**src/rtl/frame_builder.sv**
```systemverilog
// Response-frame serializer: latches a command/status/address/data on start_frame and
// streams SOF, status, cmd, optional little-endian addr/data, and a CRC-8 (poly 0x07) to the TX FIFO.
module frame_builder (
  input  logic        clk,
  input  logic        reset,
  input  logic [7:0]  cmd,
  input  logic [31:0] addr,
  input  logic [31:0] data,
  input  logic [7:0]  error_status,
  input  logic        start_frame,
  output logic [7:0]  tx_fifo_data,
  output logic        tx_fifo_write,
  input  logic        tx_fifo_full
);

  localparam logic [7:0] SOF_BYTE = 8'h5A;
  localparam logic [7:0] CMD_READ = 8'hA1;

  typedef enum logic [2:0] {
    ST_IDLE   = 3'd0,
    ST_SOF    = 3'd1,
    ST_STATUS = 3'd2,
    ST_CMD    = 3'd3,
    ST_ADDR   = 3'd4,
    ST_DATA   = 3'd5,
    ST_CRC    = 3'd6,
    ST_DONE   = 3'd7
  } state_e;

  state_e      current_state, state_d;
  logic [7:0]  calculated_crc, crc_d;
  logic [7:0]  cmd_q, cmd_d;
  logic [7:0]  status_q, status_d;
  logic [31:0] addr_q, addr_d;
  logic [31:0] data_q, data_d;
  logic [1:0]  idx_q, idx_d;

  function automatic logic [7:0] crc8_byte(input logic [7:0] crc_in, input logic [7:0] b);
    logic [7:0] c;
    c = crc_in ^ b;
    for (int unsigned i = 0; i < 8; i++) begin
      c = c[7] ? ((c << 1) ^ 8'h07) : (c << 1);
    end
    return c;
  endfunction

  always_ff @(posedge clk or negedge reset) begin
    if (!reset) begin
      current_state  <= ST_IDLE;
      calculated_crc <= '0;
      cmd_q          <= '0;
      status_q       <= '0;
      addr_q         <= '0;
      data_q         <= '0;
      idx_q          <= '0;
    end else begin
      current_state  <= state_d;
      calculated_crc <= crc_d;
      cmd_q          <= cmd_d;
      status_q       <= status_d;
      addr_q         <= addr_d;
      data_q         <= data_d;
      idx_q          <= idx_d;
    end
  end

  always_comb begin
    state_d       = current_state;
    crc_d         = calculated_crc;
    cmd_d         = cmd_q;
    status_d      = status_q;
    addr_d        = addr_q;
    data_d        = data_q;
    idx_d         = idx_q;
    tx_fifo_write = 1'b0;
    tx_fifo_data  = '0;

    unique case (current_state)
      ST_IDLE: begin
        if (start_frame) begin
          cmd_d    = cmd;
          status_d = error_status;
          addr_d   = addr;
          data_d   = data;
          crc_d    = '0;
          idx_d    = '0;
          state_d  = ST_SOF;
        end
      end
      ST_SOF: begin
        tx_fifo_data  = SOF_BYTE;
        tx_fifo_write = !tx_fifo_full;
        if (tx_fifo_write) state_d = ST_STATUS;
      end
      ST_STATUS: begin
        tx_fifo_data  = status_q;
        tx_fifo_write = !tx_fifo_full;
        if (tx_fifo_write) begin
          crc_d   = crc8_byte(calculated_crc, status_q);
          state_d = ST_CMD;
        end
      end
      ST_CMD: begin
        tx_fifo_data  = cmd_q;
        tx_fifo_write = !tx_fifo_full;
        if (tx_fifo_write) begin
          crc_d   = crc8_byte(calculated_crc, cmd_q);
          idx_d   = '0;
          state_d = (cmd_q == CMD_READ) ? ST_ADDR : ST_CRC;
        end
      end
      ST_ADDR: begin
        tx_fifo_data  = addr_q[{idx_q, 3'b000} +: 8];
        tx_fifo_write = !tx_fifo_full;
        if (tx_fifo_write) begin
          crc_d = crc8_byte(calculated_crc, tx_fifo_data);
          idx_d = idx_q + 2'd1;
          if (idx_q == 2'd3) state_d = ST_DATA;
        end
      end
      ST_DATA: begin
        tx_fifo_data  = data_q[{idx_q, 3'b000} +: 8];
        tx_fifo_write = !tx_fifo_full;
        if (tx_fifo_write) begin
          crc_d = crc8_byte(calculated_crc, tx_fifo_data);
          idx_d = idx_q + 2'd1;
          if (idx_q == 2'd3) state_d = ST_CRC;
        end
      end
      ST_CRC: begin
        tx_fifo_data  = calculated_crc;
        tx_fifo_write = !tx_fifo_full;
        if (tx_fifo_write) state_d = ST_DONE;
      end
      ST_DONE: state_d = ST_IDLE;
      default: state_d = ST_IDLE;
    endcase
  end

endmodule

```
**config.mk**
```make
export PLATFORM = sky130hd
export DESIGN_NAME = frame_builder
export DESIGN_NICKNAME = d
export VERILOG_FILES = /design/src/rtl/frame_builder.sv
export SDC_FILE = /design/constraint.sdc
export NUM_CORES = 1
export LEC_CHECK = 0
export CAP_MARGIN = 15
export CELL_PAD_IN_SITES_DETAIL_PLACEMENT = 1
export CELL_PAD_IN_SITES_GLOBAL_PLACEMENT = 2
export CORE_MARGIN = 8
export CORE_UTILIZATION = 39
export DETAILED_ROUTE_END_ITERATION = 7
export PLACE_DENSITY = 0.84
export SKIP_LAST_GASP = 1
export SLEW_MARGIN = 20
export SYNTH_ARGS = -nofsm -noshare
export SYNTH_HDL_FRONTEND = slang
export SYNTH_SLANG_ARGS = --single-unit
```
**constraint.sdc**
```tcl
create_clock -name clk -period 5.8 [get_ports clk]
set_input_delay 1.45 -clock clk [delete_from_list [all_inputs] [get_ports clk]]
set_output_delay 1.45 -clock clk [all_outputs]
set_load 0.05 [all_outputs]
```
==> results.ini <==
[outcome]
outcome = complete, no violations

[timing]
finalMaxSlewViolations = 0
hold_viol = 0
post-route-min-period_ps = 4590
worst_pin_slew_ps = 857
fin_tns_setup_ps = 0
rsz0062_at_grt = false
skew_ps = 7.03
max_freq_mhz = 218
setup_violations = 0
holdWs_ps = 503
slew_headroom_pct = 42.9
min_period_over_period_pct = 79.2

[synthesis]
synth.most_common_cell = dfrtp_1
synth_fa_ha_area_share_pct = 0.227
synth-xor-area-share_pct = 16.6
yosysWarnings = 0
synth-edff-count = 0
syn_inst = 451
synth-seq-area-share_pct = 42.2
netlist_area_mm2 = 0.00551
async_reset_ff_share_pct = 100
synthSimpleGateAreaFrac_pct = 4.70
synth_cell_type_count = 42
synth_top_family_by_area = multiplexers
muxShareOfSynthArea_pct = 27.0
synth_seq_cells = 93
yosys-top-cells-count = 93 x dfrtp_1, 80 x mux2_2, 50 x xnor2_1
yosys_most_used_dff = dfrtp_1
synth_nets = 536
synth.area.top_cells = dfrtp_1 42%, mux2_2 16%, xnor2_1 7.9%
syn_avg_cell_area_um2 = 12.2
synth_area_leader_cell = dfrtp_1
synth_compound_area_share_pct = 6.36
synth_top_area_share_pct = 42.2

[grt]
gr-usage-met3_pct = 4.79
grt_pass1_vias = 4296
grt_pass1_wl_mm = 24.5
overflow = 0
grt_util_all_layers_pct = 17.3
grt_max_degree = 67
antenna_found_initial = 0
grt_util_met2_pct = 27.6
use_met1_pct = 22.4
top_usage_layer = met2

[clocking]
cts_buffers = 9
cts_sinks = 93
clock_path_buffers = 2
ctsResizeCount = 0
cts_tree = done
cts_root_buf = clkbuf_16
clk-insertion-delay-late_ps = 350
clkTransAtPathRegs_ps = 70
cts_setup_buffers = 0
hold_buffers = 0
h-tree-depth = 3

[setup_path]
critPathMaxFanout = 33
worst_ep_arrival_time_ps = 3140
ff2ff_path_depth = 6
r2r-start = idx_q[0]
r2r-end = calculated_crc[7]
critPathLaunch = current_state[0]
r2r_setup_slack_ps = 2880
endpoint_kind = output port
path_class = reg2out
crit_required_ps = 4350
critPathLaunchType = register

[die]
die_w_um = 135
start_util_pct = 39.8
core-area_mm2 = 0.0138
io_pins = 93
rows = 43
die_y_um = 135
dieArea_mm2 = 0.0182

[worst_hold_path]
hold-path-endpoint = data_q[22]
hold_path_class = reg2reg
worstHoldStart = data_q[22]
min_delay_path_depth = 1

[route]
vias = 3787
drtIter0Drc = 173
drc = 0
vias_per_cell = 5.33
drt-pass1-iter-count = 4
drt_wl_total_mm = 14.9
drtAntennaViolNets = 0
post_drt_wl_per_cell_um = 20.9

[pwr]
pwr_density_cell_mw_per_mm2 = 769
peakVddDrop_v = 0.000258
leakage_nw = 2.82

[layout]
final_cells = 710
layout-drive-gt1-share_pct = 22.8
fin_nets = 611
antennaDiodeCount = 0
synthToLayoutAreaGrowth_pct = 25.6
fin_util_pct = 50.0

[placed_design]
port_buffers = 92
place_inst = 695
gp_congestion = 0.857
dpl.hpwl_mm = 11.2

[run]
cap_viol_max_count = 0

## cell families after synthesis
| kind of cell | count (synthesis) |
|---|---|
| adders and majority gates | 1 |
| buffers and inverters | 39 |
| xor gates and xnor gates | 85 |
| and+or+nand+nor | 60 |
| DFF | 93 |
| AOI/OAI and AO/OA | 55 |
| muxes | 118 |
## worst max path at each step
stage / to / slack [ps] / cells after the start
after floorplan: tx_fifo_data[5] / 1870 / 5
after global placement: tx_fifo_write / 1270 / 3
after detailed placement: tx_fifo_write / 1250 / 3
after CTS: tx_fifo_data[6] / 960 / 4
after global routing: tx_fifo_data[0] / 1070 / 6
final: tx_fifo_data[0] / 1210 / 6
## registers in the layout, indices dropped and copies added, names as in the netlist
signal	flops
calculated_crc	8
data_q	32
addr_q	32
cmd_q	8
idx_q	2
current_state	3
status_q	8
## placed cells by master, fill, tap and decap left out, types with 15 or more instances in the layout
cell	instances
xnor2_1	50
mux4_2	15
nand2_1	29
xor2_1	23
mux2i_1	22
dfrtp_1	91
clkdlybuf4s50_1	91
o21ai_0	19
nor2_1	15
mux2_2	80
## worst max-delay path, cell delays in order, from the launching register on
cell and delay (ps):
dfrtp_2 830, buf_4 410, mux2i_1 120, o21ai_0 310, nand2_1 130, o21ai_0 100, clkdlybuf4s50_1 880
## report_power, final
part | internal [W] | leakage (nW) | total, W | switching, W
combinational | 0.00170 | 1.52 | 0.00331 | 0.00161
clock | 0.000424 | 0.167 | 0.000690 | 0.000266
sequential | 0.000965 | 1.13 | 0.00131 | 0.000348
## metal layers
metal | wire, µm | up-vias
met1 | 6750 | 1948
met5 | 0 | -
met4 | 243 | 0
met2 | 7130 | 82
li1 | - | 1743
met3 | 738 | 14
## stage by stage
step	power, W	worst slack, ps	area [µm²]
after detailed placement	0.00462	1250	6580
final	0.00532	1210	6920
after floorplan	0.00384	1870	5510
after CTS	0.00536	960	6920
after global placement	0.00456	1270	6580
after global routing	0.00570	1070	6920
## layout make-up
type / count / area, µm²
clock buffers: 9 / 225
inverters: 5 / 18.8
fillers: 1438 / 6910
well taps: 180 / 225
repair buffers: 98 / 976
flip-flops and latches: 93 / 2330
clock inverters: 6 / 116
multi-input cells: 319 / 3030
No activity file was read; power rests on OpenSTA's default activity.
